`src/rtl/mm_pkg.sv`:
```
// Definitions shared by the input loader and the matrix-multiply controller:
// default memory sizes, counter width and the loader state encoding.
`timescale 1ns/1ps
package mm_pkg;

  localparam int unsigned A_DEPTH_DEF = 1024;
  localparam int unsigned B_WORDS_DEF = 256;
  localparam int unsigned CNT_W       = 10;

  typedef enum logic [2:0] {
    IDLE,
    LOAD_A,
    LOAD_B,
    START,
    WAIT_MM
  } mm_state_e;

  function automatic logic is_loading(mm_state_e s);
    return (s == LOAD_A) || (s == LOAD_B);
  endfunction

endpackage

```
`src/rtl/mm_byte_packer.sv`:
```
// Packs a little-endian byte stream into 32-bit words; the top supplies the lane
// (low two counter bits) so only one byte counter exists in the loader.
`timescale 1ns/1ps
module mm_byte_packer (
  input  logic        clk,
  input  logic        nrst,
  input  logic        clear,
  input  logic        byte_en,
  input  logic [1:0]  lane,
  input  logic [7:0]  byte_in,
  output logic [31:0] word,
  output logic        word_done
);

  // Holds bytes 0..2 of the word in progress; byte 0 ends up in the low lane.
  logic [23:0] pack_q;

  always_ff @(posedge clk or negedge nrst) begin
    if (!nrst) begin
      pack_q <= '0;
    end else if (clear) begin
      pack_q <= '0;
    end else if (byte_en) begin
      pack_q <= {byte_in, pack_q[23:8]};
    end
  end

  assign word      = {byte_in, pack_q};
  assign word_done = byte_en && (lane == 2'd3);

endmodule

```
`src/rtl/mm_input_loader.sv`:
```
// Streams A bytes then packed B words into the operand memories, kicks off the
// matrix-multiply controller and waits for it to finish.
`timescale 1ns/1ps
module mm_input_loader
  import mm_pkg::*;
#(
  parameter int unsigned A_DEPTH = A_DEPTH_DEF,
  parameter int unsigned B_WORDS = B_WORDS_DEF
) (
  input  logic        clk,
  input  logic        nrst,
  input  logic        load_req,
  input  logic        in_valid,
  input  logic [7:0]  in_data,
  output logic        in_ready,
  output logic [9:0]  address_a,
  output logic [7:0]  A_in,
  output logic        nce_a,
  output logic        nwrt_a,
  output logic [7:0]  address_b,
  output logic [31:0] B_in,
  output logic        nce_b,
  output logic        nwrt_b,
  output logic        start,
  input  logic        mm_done,
  output logic        busy,
  output logic        load_done
);

  localparam logic [CNT_W-1:0] ALast = CNT_W'(A_DEPTH - 1);
  localparam logic [CNT_W-1:0] BLast = CNT_W'(4 * B_WORDS - 1);

  mm_state_e        state_q;
  logic [CNT_W-1:0] cnt_q;
  logic             beat;
  logic             pack_clear;
  logic             pack_en;
  logic [31:0]      pack_word;
  logic             pack_done;

  assign beat       = in_valid && in_ready;
  assign pack_clear = (state_q == IDLE) && load_req;
  assign pack_en    = beat && (state_q == LOAD_B);

  mm_byte_packer u_packer (
    .clk       (clk),
    .nrst      (nrst),
    .clear     (pack_clear),
    .byte_en   (pack_en),
    .lane      (cnt_q[1:0]),
    .byte_in   (in_data),
    .word      (pack_word),
    .word_done (pack_done)
  );

  always_ff @(posedge clk or negedge nrst) begin
    if (!nrst) begin
      state_q   <= IDLE;
      cnt_q     <= '0;
      in_ready  <= 1'b0;
      busy      <= 1'b0;
      start     <= 1'b0;
      load_done <= 1'b0;
      nce_a     <= 1'b1;
      nwrt_a    <= 1'b1;
      nce_b     <= 1'b1;
      nwrt_b    <= 1'b1;
      address_a <= '0;
      A_in      <= '0;
      address_b <= '0;
      B_in      <= '0;
    end else begin
      // Strobes and pulses are single-cycle; addresses and data hold.
      nce_a     <= 1'b1;
      nwrt_a    <= 1'b1;
      nce_b     <= 1'b1;
      nwrt_b    <= 1'b1;
      start     <= 1'b0;
      load_done <= 1'b0;
      case (state_q)
        IDLE: begin
          if (load_req) begin
            state_q  <= LOAD_A;
            cnt_q    <= '0;
            in_ready <= 1'b1;
            busy     <= 1'b1;
          end
        end
        LOAD_A: begin
          if (beat) begin
            nce_a     <= 1'b0;
            nwrt_a    <= 1'b0;
            address_a <= cnt_q;
            A_in      <= in_data;
            if (cnt_q == ALast) begin
              cnt_q   <= '0;
              state_q <= LOAD_B;
            end else begin
              cnt_q <= cnt_q + 1'b1;
            end
          end
        end
        LOAD_B: begin
          if (beat) begin
            if (pack_done) begin
              nce_b     <= 1'b0;
              nwrt_b    <= 1'b0;
              address_b <= cnt_q[CNT_W-1:2];
              B_in      <= pack_word;
            end
            if (cnt_q == BLast) begin
              cnt_q    <= '0;
              state_q  <= START;
              in_ready <= 1'b0;
            end else begin
              cnt_q <= cnt_q + 1'b1;
            end
          end
        end
        // One spare cycle so start lands right after the last B strobe.
        START: begin
          start   <= 1'b1;
          state_q <= WAIT_MM;
        end
        WAIT_MM: begin
          if (mm_done) begin
            load_done <= 1'b1;
            busy      <= 1'b0;
            state_q   <= IDLE;
          end
        end
        default: begin
          state_q  <= IDLE;
          in_ready <= 1'b0;
          busy     <= 1'b0;
        end
      endcase
    end
  end

endmodule

```
`config.mk`:
```
export PLATFORM = sky130hd
export DESIGN_NAME = mm_input_loader
export DESIGN_NICKNAME = d
export VERILOG_FILES = /design/src/rtl/mm_pkg.sv /design/src/rtl/mm_byte_packer.sv /design/src/rtl/mm_input_loader.sv
export SDC_FILE = /design/constraint.sdc
export NUM_CORES = 1
export LEC_CHECK = 0
export CELL_PAD_IN_SITES_DETAIL_PLACEMENT = 1
export CELL_PAD_IN_SITES_GLOBAL_PLACEMENT = 2
export CORE_ASPECT_RATIO = 1.1
export CORE_MARGIN = 5
export CORE_UTILIZATION = 37
export DETAILED_ROUTE_END_ITERATION = 8
export PLACE_DENSITY_LB_ADDON = 0.1
export SLEW_MARGIN = 25
export SYNTH_ARGS = -nofsm -noshare
export SYNTH_HDL_FRONTEND = slang
export SYNTH_SLANG_ARGS = --single-unit
```
`constraint.sdc`:
```
create_clock -name clk -period 4.4 [get_ports clk]
set_input_delay 1.32 -clock clk [delete_from_list [all_inputs] [get_ports clk]]
set_output_delay 1.32 -clock clk [all_outputs]
set_load 0.1 [all_outputs]
```
==> flow_results.xml <==
<?xml version="1.0" encoding="UTF-8"?>
<metrics>
  <group name="cts">
    <metric name="numClockSinks" unit="">101</metric>
    <metric name="tritoncts.num_buffers" unit="">9</metric>
    <metric name="cts_htree_levels" unit="">3</metric>
    <metric name="worst_setup_hold_path_clk_slew" unit="ns">0.07</metric>
    <metric name="cts-hold-fix-buffers" unit="">0</metric>
    <metric name="cts_buffer_depth" unit="">2</metric>
    <metric name="post-cts-setup-buffers" unit="">0</metric>
    <metric name="ctsResizeCount" unit="">0</metric>
    <metric name="tritoncts" unit="">done</metric>
    <metric name="cts_root_buf" unit="">sky130_fd_sc_hd__clkbuf_16</metric>
    <metric name="insertion_delay" unit="ns">0.34</metric>
  </group>
  <group name="global_routing">
    <metric name="globalRouteMet1Util" unit="">0.174</metric>
    <metric name="grt_usage" unit="">0.147</metric>
    <metric name="global_route.peak_usage_layer" unit="">met2</metric>
    <metric name="met3_usage" unit="">0.0289</metric>
    <metric name="grt_start_max_net_pins" unit="">102</metric>
    <metric name="grt-ovfl-total" unit="">0</metric>
    <metric name="grt_use_met2" unit="">0.263</metric>
    <metric name="initial_antenna_violation_count" unit="">0</metric>
    <metric name="vias_in_the_first_global_route" unit="">3085</metric>
    <metric name="grt_pass1_wl" unit="µm">15900</metric>
  </group>
  <group name="synth">
    <metric name="synthCells" unit="">337</metric>
    <metric name="mappedNetlistArea" unit="mm²">0.00414</metric>
    <metric name="synthDistinctLibCells" unit="">41</metric>
    <metric name="seq_area_frac_synth" unit="">0.611</metric>
    <metric name="yosysWarnings" unit="">0</metric>
    <metric name="synthTopCellsByArea" unit="">sky130_fd_sc_hd__dfrtp_1 60%, sky130_fd_sc_hd__mux2_2 16%, sky130_fd_sc_hd__nand2_1 4.8%, sky130_fd_sc_hd__a21oi_1 2.2%, sky130_fd_sc_hd__nand3_1 1.6%</metric>
    <metric name="synthDominantAreaCellType" unit="">sky130_fd_sc_hd__dfrtp_1</metric>
    <metric name="synth.ff_latch_count" unit="">101</metric>
    <metric name="synthDominantCellAreaShare" unit="">0.599</metric>
    <metric name="mappedNetlistNets" unit="">351</metric>
    <metric name="syn_avg_cell_area" unit="µm²">12.3</metric>
  </group>
  <group name="layout">
    <metric name="design_area" unit="mm²">0.00536</metric>
    <metric name="drive_gt1_frac" unit="">0.210</metric>
    <metric name="syn_to_final_growth" unit="%">29.4</metric>
    <metric name="design.final.nets" unit="">424</metric>
    <metric name="instances_no_fill" unit="">562</metric>
    <metric name="antenna-diode-count" unit="">0</metric>
    <metric name="fin_util" unit="">0.489</metric>
  </group>
  <group name="die">
    <metric name="placeableCoreArea" unit="mm²">0.0110</metric>
    <metric name="initial_utilization" unit="">0.378</metric>
    <metric name="die_area" unit="mm²">0.0134</metric>
    <metric name="placementRows" unit="">40</metric>
    <metric name="chipWidth" unit="µm">111</metric>
    <metric name="die-height" unit="µm">121</metric>
    <metric name="io-pin-count" unit="">79</metric>
  </group>
  <group name="min_path">
    <metric name="hold_class" unit="">register to register</metric>
  </group>
  <group name="worst_setup_path">
    <metric name="timing.critical_path.cells" unit="">clkdlybuf4s50_1</metric>
    <metric name="timing.critical_path.max_delay_family" unit="">buffers and inverters</metric>
    <metric name="delay_of_the_slowest_cell_on_the_worst_path" unit="ns">1.12</metric>
    <metric name="timing.critical_path.arrival" unit="ns">1.99</metric>
    <metric name="worst_ep_required_time" unit="ns">3.08</metric>
    <metric name="crit_buf_inv" unit="">1</metric>
    <metric name="timing.critical_path.slowest_stage_cell" unit="">sky130_fd_sc_hd__clkdlybuf4s50_1</metric>
    <metric name="critical_path.max_fanout" unit="">2</metric>
    <metric name="setup.worst_path.start_class" unit="">register</metric>
    <metric name="timing_worst_setup_path_type" unit="">register to primary output</metric>
    <metric name="end_kind" unit="">primary output</metric>
  </group>
  <group name="sta">
    <metric name="timing_hold_violations_final" unit="">0</metric>
    <metric name="fin_ws" unit="ns">1.09</metric>
    <metric name="timing.final.max_slew_violations" unit="">0</metric>
    <metric name="timing.slew.headroom" unit="">0.324</metric>
    <metric name="skew" unit="ns">0.00482</metric>
    <metric name="timing_worst_slew_pin_value" unit="ns">1.01</metric>
    <metric name="fmax" unit="GHz">0.302</metric>
    <metric name="finalWorstPathRequiredPeriod" unit="ns">3.31</metric>
    <metric name="fin_setup_tns" unit="ns">0</metric>
    <metric name="setup_viol" unit="">0</metric>
    <metric name="part_of_the_cycle_the_worst_path_needs" unit="">0.752</metric>
    <metric name="unrepaired_setup_endpoints_after_global_routing" unit="">false</metric>
  </group>
  <group name="placed_design">
    <metric name="port_buffers" unit="">78</metric>
    <metric name="dpl.hpwl" unit="µm">6370</metric>
    <metric name="place_area" unit="mm²">0.00505</metric>
    <metric name="gp_congestion" unit="">0.704</metric>
    <metric name="placed_cells" unit="">546</metric>
    <metric name="post-place-ws" unit="ns">1.06</metric>
  </group>
  <group name="drt">
    <metric name="post-route-drc-count" unit="">0</metric>
    <metric name="finalWirelength" unit="µm">9510</metric>
    <metric name="wire_per_inst" unit="µm">16.9</metric>
    <metric name="num_vias" unit="">2811</metric>
    <metric name="drt-pass1-iter-count" unit="">4</metric>
    <metric name="drt-initial-drc-count" unit="">62</metric>
    <metric name="antenna_left" unit="">0</metric>
    <metric name="routed_via_density" unit="">5.00</metric>
  </group>
  <group name="job">
    <metric name="number_of_max_cap_violations" unit="">0</metric>
  </group>
  <group name="run_status">
    <metric name="status" unit="">finished, final reports clean</metric>
  </group>
  <group name="power_and_ir_drop">
    <metric name="power-per-cell-area" unit="mW/mm²">442</metric>
    <metric name="total_leakage_power" unit="nW">2.46</metric>
    <metric name="vdd_ir_drop_max" unit="V">0.000305</metric>
  </group>
</metrics>
==> kinds of logic (layout without fill, tap and decap cells) <==
logic type,count (synthesis),count (layout),share of synthesized area
simple gates,109,109,0.126
flops,101,101,0.611
mux,60,60,0.163
compound gates,41,41,0.0629
buf+inv,24,102,0.0302
fa+ha+maj,1,1,0.00302
xor+xnor,1,1,0.00393
==> worst register-to-register path: stages, from the launching register on <==
cell,delay [ns]
sky130_fd_sc_hd__dfrtp_1,0.51
sky130_fd_sc_hd__or4b_1,0.81
sky130_fd_sc_hd__o21ai_2,0.26
sky130_fd_sc_hd__o32ai_1,0.16
sky130_fd_sc_hd__a41o_1,0.22
==> cell usage in the layout (no fill, tap or decap), types with 2 or more instances in the layout <==
master                             n
sky130_fd_sc_hd__nor2b_1           6
sky130_fd_sc_hd__nor2_1           13
sky130_fd_sc_hd__o21ai_1           2
sky130_fd_sc_hd__bufinv_16         2
sky130_fd_sc_hd__a22o_1            5
sky130_fd_sc_hd__nand3_1          13
sky130_fd_sc_hd__nand4_1           2
sky130_fd_sc_hd__and3_1            5
sky130_fd_sc_hd__buf_4             5
sky130_fd_sc_hd__a21oi_1          18
sky130_fd_sc_hd__clkdlybuf4s50_1  77
sky130_fd_sc_hd__nor3_2            2
sky130_fd_sc_hd__mux2_2           59
sky130_fd_sc_hd__nand3b_1          2
sky130_fd_sc_hd__nand2_1          52
sky130_fd_sc_hd__o31ai_1           4
sky130_fd_sc_hd__dfrtp_1          99
sky130_fd_sc_hd__clkbuf_16         9
sky130_fd_sc_hd__clkbuf_1          3
sky130_fd_sc_hd__o21ai_0           5
sky130_fd_sc_hd__and2_1            2
sky130_fd_sc_hd__and3b_1           2
sky130_fd_sc_hd__inv_1             3
sky130_fd_sc_hd__o32ai_1           2
sky130_fd_sc_hd__dfstp_2           2
sky130_fd_sc_hd__nor3_1            2
==> power by group <==
group	total [W]	internal [W]	switching, W
clock	0.000831	0.000498	0.000333
sequential	0.00105	0.000987	0.0000654
combinational	0.000486	0.000132	0.000355
total	0.00237	0.00162	0.000753
==> per-stage QoR <==
step | hold WS (ns) | power [W]
after floorplan | 0.457 | 0.00141
after global placement | 0.484 | 0.00156
after detailed placement | 0.493 | 0.00156
after CTS | 0.509 | 0.00241
after global routing | 0.519 | 0.00246
final | 0.501 | 0.00237
==> registers in the layout (all words and copies together), names as in the netlist <==
name and count:
u_packer.pack_q 24, state_q 3, address_b 8, start 1, address_a 10, A_in 8, cnt_q 10, nwrt_b 1
B_in 32, busy 1, load_done 1, in_ready 1, nwrt_a 1
==> cells in the mapped netlist <==
cell and n:
sky130_fd_sc_hd__nor3_2 2, sky130_fd_sc_hd__buf_4 2, sky130_fd_sc_hd__buf_6 2, sky130_fd_sc_hd__and2_1 2, sky130_fd_sc_hd__buf_1 1, sky130_fd_sc_hd__nand3b_1 2, sky130_fd_sc_hd__and3_1 5, sky130_fd_sc_hd__o32ai_1 2
sky130_fd_sc_hd__xnor2_2 1, sky130_fd_sc_hd__o31ai_1 4, sky130_fd_sc_hd__nand2b_1 1, sky130_fd_sc_hd__inv_1 3, sky130_fd_sc_hd__nor4b_1 1, sky130_fd_sc_hd__nand4_1 2, sky130_fd_sc_hd__or4_1 1, sky130_fd_sc_hd__nor2_1 13
sky130_fd_sc_hd__dfrtp_1 99, sky130_fd_sc_hd__buf_2 10, sky130_fd_sc_hd__and3b_1 2, sky130_fd_sc_hd__or3_1 1, sky130_fd_sc_hd__o21ai_0 5, sky130_fd_sc_hd__ha_1 1, sky130_fd_sc_hd__a21oi_1 18, sky130_fd_sc_hd__dfstp_2 2
sky130_fd_sc_hd__or2_2 1, sky130_fd_sc_hd__mux2_2 59, sky130_fd_sc_hd__nor3_1 2, sky130_fd_sc_hd__nor4_1 1, sky130_fd_sc_hd__a21o_1 1, sky130_fd_sc_hd__a32o_1 1, sky130_fd_sc_hd__a41o_1 1, sky130_fd_sc_hd__mux2i_1 1
sky130_fd_sc_hd__or4b_1 1, sky130_fd_sc_hd__nand3_1 13, sky130_fd_sc_hd__o21bai_1 1, sky130_fd_sc_hd__o21ai_1 2, sky130_fd_sc_hd__nor2b_1 6, sky130_fd_sc_hd__a22o_1 5, sky130_fd_sc_hd__o21ai_2 1, sky130_fd_sc_hd__clkbuf_1 6
sky130_fd_sc_hd__nand2_1 53
==> routing by layer <==
| metal | vias to the layer above | wire [µm] |
|---|---|---|
| met2 | 44 | 5060 |
| met3 | 11 | 305 |
| li1 | 1308 | - |
| met1 | 1448 | 4000 |
| met4 | 0 | 145 |
| met5 | - | 0 |
==> final timing paths <==
path	start	to	slack, ns	cells past startpoint
hold / removal	u_packer.pack_q[12]	u_packer.pack_q[4]	0.50	2
max in group asynchronous	nrst	nwrt_b	2.95	2
setup reg to reg	state_q[2]	cnt_q[9]	2.33	4
setup / recovery	nwrt_a	nce_a	1.09	1
min in group asynchronous	nrst	B_in[12]	1.03	2
hold reg to reg	u_packer.pack_q[12]	u_packer.pack_q[4]	0.50	2
==> final cells by class <==
type | instances | area, µm²
timing repair buffer | 83 | 828
inverter | 3 | 11.3
tap | 147 | 184
clock inverter | 4 | 72.6
multi-input combinational | 212 | 1490
sequential | 101 | 2530
fill | 1150 | 5610
clock buffer | 12 | 236
Note: power is estimated with default switching activity, not from simulation.
